===== src/rtl/mem_port_arbiter_if.sv =====
// ---------------------------------------------------------------------------
// mem_port_arbiter_pkg / mem_port_arbiter_if
//
// Bus types shared by the core, the arbiter and the memory system, plus the
// interface bundling every handshake bus the arbiter touches.
//
//   ireq   fetch request        (core    -> arbiter)
//   iresp  fetch response       (arbiter -> core)
//   dreq   data request         (core    -> arbiter)
//   dresp  data response        (arbiter -> core)
//   mreq   memory request       (arbiter -> memory)
//   mresp  memory response      (memory  -> arbiter)
//
// Modports:
//   slave  : the arbiter's view (consumes requests, produces responses).
//   master : the environment's view (core + memory side together).
// ---------------------------------------------------------------------------
package mem_port_arbiter_pkg;

  // Transfer size encoding on the data bus; fetches are always 4 bytes.
  localparam logic [2:0] MSIZE1 = 3'd0;
  localparam logic [2:0] MSIZE2 = 3'd1;
  localparam logic [2:0] MSIZE4 = 3'd2;
  localparam logic [2:0] MSIZE8 = 3'd3;

  typedef struct packed {
    logic        valid;
    logic [63:0] addr;
  } ibus_req_t;

  typedef struct packed {
    logic        addr_ok;
    logic        data_ok;
    logic [31:0] data;
  } ibus_resp_t;

  // strobe != 0 marks a write.
  typedef struct packed {
    logic        valid;
    logic [63:0] addr;
    logic [2:0]  size;
    logic [7:0]  strobe;
    logic [63:0] data;
  } dbus_req_t;

  typedef struct packed {
    logic        addr_ok;
    logic        data_ok;
    logic [63:0] data;
  } dbus_resp_t;

endpackage

interface mem_port_arbiter_if;
  import mem_port_arbiter_pkg::*;

  ibus_req_t  ireq;
  ibus_resp_t iresp;
  dbus_req_t  dreq;
  dbus_resp_t dresp;
  dbus_req_t  mreq;
  dbus_resp_t mresp;

  modport slave (
    input  ireq, dreq, mresp,
    output iresp, dresp, mreq
  );

  modport master (
    output ireq, dreq, mresp,
    input  iresp, dresp, mreq
  );

endinterface


===== src/rtl/mem_port_arbiter.sv =====
// ---------------------------------------------------------------------------
// mem_port_arbiter
//
// Shares the core's single memory port between the fetch bus (ireq/iresp)
// and the data bus (dreq/dresp). Exactly one transaction is in flight at a
// time. Data wins contention by default; a saturating starvation counter
// forces a fetch grant after STARVE_LIMIT data grants issued while fetch was
// waiting.
//
// Ports:
//   clk    core clock
//   reset  synchronous, active-high
//   bus    mem_port_arbiter_if.slave: ireq/dreq/mresp in, iresp/dresp/mreq out
//
// Parameters:
//   STARVE_LIMIT  data grants tolerated with fetch pending (1..15)
//
// Transaction flow:
//   IDLE : pick a winner from the live requests, capture it into `held`
//   ADDR : present `held` on mreq until the memory takes the address
//   DATA : wait for the data phase to finish
// mreq is driven purely from registers, so there is no combinational path
// from ireq/dreq to the memory side. Responses back to the core are routed
// combinationally from mresp to the current owner only.
// ---------------------------------------------------------------------------
module mem_port_arbiter
  import mem_port_arbiter_pkg::*;
#(
  parameter int unsigned STARVE_LIMIT = 4
) (
  input  logic               clk,
  input  logic               reset,
  mem_port_arbiter_if.slave  bus
);

  typedef enum logic [1:0] {
    IDLE = 2'd0,
    ADDR = 2'd1,
    DATA = 2'd2
  } state_t;

  localparam logic [3:0] LIMIT = 4'(STARVE_LIMIT);

  state_t      state;
  logic        owner;       // 0 = fetch, 1 = data
  logic [3:0]  starve_cnt;
  dbus_req_t   held;        // captured request of the current owner
  logic        mreq_vld;

  // -------------------------------------------------------------------------
  // Grant decision (only meaningful in IDLE)
  // Fetch wins when it is alone, or when data has been favoured LIMIT times
  // while fetch was waiting.
  // -------------------------------------------------------------------------
  logic      fetch_win;
  logic      data_win;
  dbus_req_t fetch_req;

  assign fetch_win = bus.ireq.valid &&
                     (!bus.dreq.valid || (starve_cnt == LIMIT));
  assign data_win  = bus.dreq.valid && !fetch_win;

  // A fetch travels on the data-width memory bus as a 4-byte read.
  always_comb begin
    fetch_req        = '0;
    fetch_req.valid  = 1'b1;
    fetch_req.addr   = bus.ireq.addr;
    fetch_req.size   = MSIZE4;
    fetch_req.strobe = '0;
  end

  // -------------------------------------------------------------------------
  // Control FSM with registered mreq valid
  // -------------------------------------------------------------------------
  always_ff @(posedge clk) begin
    if (reset) begin
      state      <= IDLE;
      owner      <= 1'b0;
      starve_cnt <= '0;
      held       <= '0;
      mreq_vld   <= 1'b0;
    end else begin
      unique case (state)
        IDLE: begin
          if (fetch_win) begin
            held       <= fetch_req;
            owner      <= 1'b0;
            starve_cnt <= '0;
            mreq_vld   <= 1'b1;
            state      <= ADDR;
          end else if (data_win) begin
            held     <= bus.dreq;
            owner    <= 1'b1;
            mreq_vld <= 1'b1;
            state    <= ADDR;
            // Only data grants that actually bypass a waiting fetch count.
            if (bus.ireq.valid && (starve_cnt != LIMIT))
              starve_cnt <= starve_cnt + 4'd1;
          end
        end

        ADDR: begin
          if (bus.mresp.addr_ok) begin
            mreq_vld <= 1'b0;
            // Address and data can complete in the same cycle.
            state    <= bus.mresp.data_ok ? IDLE : DATA;
          end
        end

        DATA: begin
          if (bus.mresp.data_ok)
            state <= IDLE;
        end

        default: begin
          state    <= IDLE;
          mreq_vld <= 1'b0;
        end
      endcase
    end
  end

  // -------------------------------------------------------------------------
  // Memory request: the captured request with the registered valid.
  // -------------------------------------------------------------------------
  always_comb begin
    bus.mreq       = held;
    bus.mreq.valid = mreq_vld;
  end

  // -------------------------------------------------------------------------
  // Response routing. Handshake strobes go to the owner only and only while
  // a transaction is open, so stray responses in IDLE never leak out.
  // -------------------------------------------------------------------------
  logic in_addr;
  logic in_busy;

  assign in_addr = (state == ADDR);
  assign in_busy = (state == ADDR) || (state == DATA);

  always_comb begin
    bus.iresp         = '0;
    bus.dresp         = '0;

    bus.iresp.addr_ok = !owner && in_addr && bus.mresp.addr_ok;
    bus.iresp.data_ok = !owner && in_busy && bus.mresp.data_ok;
    bus.dresp.addr_ok =  owner && in_addr && bus.mresp.addr_ok;
    bus.dresp.data_ok =  owner && in_busy && bus.mresp.data_ok;

    bus.dresp.data    = bus.mresp.data;
    // Fetch words come from the half of the doubleword selected by addr[2].
    bus.iresp.data    = held.addr[2] ? bus.mresp.data[63:32]
                                     : bus.mresp.data[31:0];
  end

endmodule


===== src/flat_wrapper.sv =====
// flat-port wrapper written by rule: the top's interface ports become plain ports
module mem_port_arbiter_flat import mem_port_arbiter_pkg::*;
#(
  parameter int unsigned STARVE_LIMIT = 4
)
  (clk, reset, bus_ireq, bus_dreq, bus_mresp, bus_iresp, bus_dresp, bus_mreq);
  mem_port_arbiter_if bus_i ();
  input  logic clk;
  input  logic reset;
  input wire logic [$bits(bus_i.ireq)-1:0] bus_ireq;
  input wire logic [$bits(bus_i.dreq)-1:0] bus_dreq;
  input wire logic [$bits(bus_i.mresp)-1:0] bus_mresp;
  output wire logic [$bits(bus_i.iresp)-1:0] bus_iresp;
  output wire logic [$bits(bus_i.dresp)-1:0] bus_dresp;
  output wire logic [$bits(bus_i.mreq)-1:0] bus_mreq;
  assign bus_i.ireq = bus_ireq;
  assign bus_i.dreq = bus_dreq;
  assign bus_i.mresp = bus_mresp;
  assign bus_iresp = bus_i.iresp;
  assign bus_dresp = bus_i.dresp;
  assign bus_mreq = bus_i.mreq;
  mem_port_arbiter #(.STARVE_LIMIT(STARVE_LIMIT)) u_core (.clk(clk), .reset(reset), .bus(bus_i));
endmodule

===== config.mk =====
export PLATFORM = sky130hd
export DESIGN_NAME = mem_port_arbiter_flat
export DESIGN_NICKNAME = d
export VERILOG_FILES = /design/src/rtl/mem_port_arbiter_if.sv /design/src/rtl/mem_port_arbiter.sv /design/src/flat_wrapper.sv
export SDC_FILE = /design/constraint.sdc
export NUM_CORES = 1
export LEC_CHECK = 0
export BUFFER_PORTS_ARGS = -buffer_cell sky130_fd_sc_hd__buf_2
export CAP_MARGIN = 20
export CELL_PAD_IN_SITES_DETAIL_PLACEMENT = 0
export CELL_PAD_IN_SITES_GLOBAL_PLACEMENT = 1
export CORE_AREA = 2 2 200 202
export DETAILED_ROUTE_END_ITERATION = 8
export DIE_AREA = 0 0 202 204
export PLACE_DENSITY_LB_ADDON = 0.1
export SYNTH_ARGS = -nofsm -noshare
export SYNTH_HDL_FRONTEND = slang
export SYNTH_SLANG_ARGS = --single-unit

===== constraint.sdc =====
create_clock -name clk -period 1.4 [get_ports clk]
set_input_delay 0.35 -clock clk [delete_from_list [all_inputs] [get_ports clk]]
set_output_delay 0.35 -clock clk [all_outputs]
set_load 0.02 [all_outputs]

==> results.tsv <==
stage	metric	value	unit
run_status	status	finished, violations left	
run_status	violations in the final reports	negative setup slack	
die	DIE AREA	0.0412	mm^2
worst_hold_path	hold path startpoint	bus_ireq[22]	
setup_path	critical-path maximum fanout	8	
die	I/O pin count	513	
global_route	initial antenna violation count	13	
global_route	first-pass GRT wire length	55800	um
drt	Routed Antenna Nets	0	
logic_synthesis	number of synthesis warnings	0	
pwr	net switching power of the design	5.86	mW
logic_synthesis	multiplexer share of the synthesized area	4.63	%
pwr	peak supply drop	790	uV
setup_path	data arrival time of the critical path	1.50	ns
pwr	Clock Power Share	29.8	%
logic_synthesis	syn avg cell area	8.84	um^2
logic_synthesis	Simple-Gate Fraction of Synth Area	19.0	%
logic_synthesis	post-synthesis net count	1159	
pwr	Reg power frac	30.3	%
setup_path	launch point of the worst reg-to-reg path	u_core.starve_cnt[0]	
clocking	CTS tree	built	
drt	drt initial violations	333	
setup_path	number of cell instances on the worst register-to-register path	9	
setup_path	crit end category	primary output	
finish	fraction of final layout cells with drive strength greater than 1	64.9	%
finish	Final nets	1648	
global_route	via count of the first global-routing pass	8705	
drt	drt drc	0	
logic_synthesis	sequential element share of the synthesized area	37.9	%
logic_synthesis	dominant register cell in the synthesized netlist	sky130_fd_sc_hd__dfxtp_1	
die	starting density of the core	19.8	%
die	Die Span Y	204	um
finish	most common library cell in the layout ignoring fill and taps	sky130_fd_sc_hd__buf_2	
timing	Hold Fails Final Rpt	0	
pwr	leakage power	6.41	nW
die	num rows	73	
clocking	clock-pin transition on the worst setup and hold timing paths	0.06	ns
pwr	combinational share of power	39.9	%
timing	Worst Clk Skew	0.0105	ns
die	die width	202	um
timing	final number of setup-violating endpoints	180	
timing	relative slew slack	31.2	%
timing	Pins Over Slew Limit	0	
timing	setup repair after global routing missed its margin	true	
pwr	pwr/cell area	1150	mW/mm^2
clocking	Sink Count	147	
finish	Final Core Density	36.3	%
logic_synthesis	Compound-Gate Fraction of Synth Area	21.2	%
setup_path	worst r2r dst	u_core.bus.mreq[95]	
place	DP HPWL	27500	um
logic_synthesis	count of flip-flops with a built-in enable after synthesis	0	
global_route	maximum number of pins on one net before global-route repair	58	
clocking	number of buffers inserted during clock tree synthesis	17	
finish	number of inserted filler cells in the final layout	4067	
worst_hold_path	hold path cells	3	
clocking	Root Buffer Master	sky130_fd_sc_hd__clkbuf_16	
logic_synthesis	main combinational cell family by area after synthesis	compound AO/OA/AOI/OAI gates	
setup_path	standard cell with the maximum stage delay on the critical path	sky130_fd_sc_hd__dfxtp_4	
place	dpl cells	1829	
global_route	grt total ovfl	0	
drt	aggregate routed wire length	40000	um
place	buffers added on ports	512	
drt	via count of the routed design	8688	
drt	post-detailed-route via-to-cell ratio	4.54	
worst_hold_path	Hold WC Path Type	in -> reg	
timing	transition at the pin with the smallest max-transition slack	1.03	ns
pwr	Net Sw Frac	35.7	%
logic_synthesis	Post-Syn Instances	880	
setup_path	Critical Path RT	1.05	ns
global_route	GR Util All Layers	17.9	%
setup_path	critical path startpoint category	flip-flop	
worst_hold_path	endpoint of the worst hold-timing path	u_core.bus.mreq[97]	
logic_synthesis	post-synthesis share of cell area spent on full adders, half adders and majority gates	0.966	%
setup_path	internal reg-to-reg setup slack	-0.25	ns
place	global placement routability congestion	0.747	
finish	Layout Area Growth over Synthesis	83.2	%
logic_synthesis	Synth Register Bits	147	
place	placed instance area	0.0109	mm^2
finish	leading cell types in the layout, fill and taps excluded	470 x sky130_fd_sc_hd__buf_2, 141 x sky130_fd_sc_hd__dfxtp_1, 80 x sky130_fd_sc_hd__nand2_1	
logic_synthesis	number of different library cells in the post-synthesis netlist	39	
drt	first-pass detailed-route iteration total	7	
finish	final design instance area without fill	0.0142	mm^2
timing	final worst path period share	132	%
setup_path	CP Class	reg -> out	
timing	Highest Clock Rate	540	MHz
logic_synthesis	cell area after technology mapping	0.00777	mm^2
setup_path	CP cell instances	clkbuf_16 > mux2_4 > buf_6	
finish	final std cells w/o fill	1914	
die	area inside the core boundary	0.0392	mm^2
logic_synthesis	ys async rst share	0	%
setup_path	slowest stage delay, CP	0.43	ns
timing	worst path setup slack after routing	-0.451	ns
timing	post-layout minimum cycle time	1.85	ns
pwr	Pint	10.6	mW
logic_synthesis	Synth Area in XOR/XNOR	0	%
run	reported max-cap violation count	0	
drt	Avg WL per Cell	20.9	um
clocking	Longest Clk Path Bufs	2	
clocking	H-tree depth	4	
clocking	insertion delay of the later-clocked pin in the worst-skew pair	0.45	ns
clocking	# hold bufs at CTS	0	
## cell type report
| class | instances | area, um^2 | area share, % |
|---|---|---|---|
| clock inverter | 12 | 164 | 1.15 |
| timing repair buffer | 631 | 4620 | 32.5 |
| sequential | 147 | 2950 | 20.7 |
| antenna | 9 | 22.5 | 0.158 |
| tap | 525 | 657 | 4.61 |
| inverter | 79 | 299 | 2.10 |
| clock buffer | 18 | 429 | 3.01 |
| multi-input combinational | 493 | 5090 | 35.8 |
## power groups by stage
| stage | combinational (mW) | clock (mW) | sequential (mW) |
|---|---|---|---|
| 2_1_floorplan | 2.21 | 0 | 5.63 |
| 3_3_place_gp | 4.89 | 0 | 5.06 |
| 3_5_place_dp | 4.85 | 0 | 5.06 |
| 4_1_cts | 5.84 | 5.07 | 4.98 |
| 5_1_grt | 6.96 | 5.21 | 5.05 |
| 6_report | 6.56 | 4.90 | 4.98 |
## synth_stat cells (6+ instances only)
master                     count  area [um^2]
sky130_fd_sc_hd__o21ai_0      64          320
sky130_fd_sc_hd__inv_1        79          297
sky130_fd_sc_hd__nor3_1       62          310
sky130_fd_sc_hd__buf_4        70          526
sky130_fd_sc_hd__ha_1          6         75.1
sky130_fd_sc_hd__buf_6         8         90.1
sky130_fd_sc_hd__clkbuf_1     45          169
sky130_fd_sc_hd__buf_2        37          185
sky130_fd_sc_hd__nand2_1      81          304
sky130_fd_sc_hd__a211oi_2     20          250
sky130_fd_sc_hd__mux2_2       32          360
sky130_fd_sc_hd__o32ai_1      74          648
sky130_fd_sc_hd__a211oi_1     44          330
sky130_fd_sc_hd__and4b_1      65          651
sky130_fd_sc_hd__dfxtp_1     147         2940
## through the flow
step / total power, mW / TNS [ns] / setup WS, ns / hold WS [ns]
global placement: 9.95 / -11.38 / -0.201 / 0.456
finish: 16.4 / -37.70 / -0.451 / 0.155
detailed placement: 9.91 / -13.89 / -0.190 / 0.461
floorplan: 7.84 / -0.656 / -0.0372 / 0.454
global route: 17.2 / -46.90 / -0.500 / 0.160
CTS: 15.9 / -41.86 / -0.496 / 0.136
## critical path: cells and delay by family, from the launching register on
family | cells | cell delay (ns)
muxes | 1 | 0.31
buffers and inverters | 2 | 0.32
DFF | 1 | 0.43
## worst max-delay path by stage
stage | startpoint | endpoint | slack [ns]
floorplan | u_core.bus.mreq[77] | bus_iresp[17] | -0.04
CTS | u_core.bus.mreq[77] | bus_iresp[9] | -0.50
detailed placement | u_core.starve_cnt[1] | u_core.bus.mreq[79] | -0.19
global route | u_core.bus.mreq[77] | bus_iresp[21] | -0.50
global placement | u_core.starve_cnt[1] | u_core.bus.mreq[79] | -0.20
finish | u_core.bus.mreq[77] | bus_iresp[1] | -0.45
## sequential cells by signal (all words and copies together) (netlist names)
name and cells:
u_core.bus.mreq 139, u_core.starve_cnt 4, u_core.state 2, u_core.owner 1, u_core.mreq_vld 1
## cell families after synthesis
family / Yosys count
compound gates: 216
fa+ha+maj: 6
buf+inv: 240
flops: 147
mux: 32
simple gates: 239
## repair_timing
action	CTS	global route
pin swaps	69	27
resized for setup	222	188
endpoints found under the setup margin	178	187
cloned	14	8
buffers inserted	24	20
## metal layers
| metal | wire (um) | vias up | track usage [%] |
|---|---|---|---|
| met5 | 60 | - | 0 |
| met4 | 607 | 10 | 5.67 |
| met3 | 3030 | 35 | 6.31 |
| met2 | 19400 | 312 | 29.2 |
| met1 | 16900 | 4201 | 22.1 |
| li1 | - | 4130 | - |
Power figures use the tool's default switching activity.
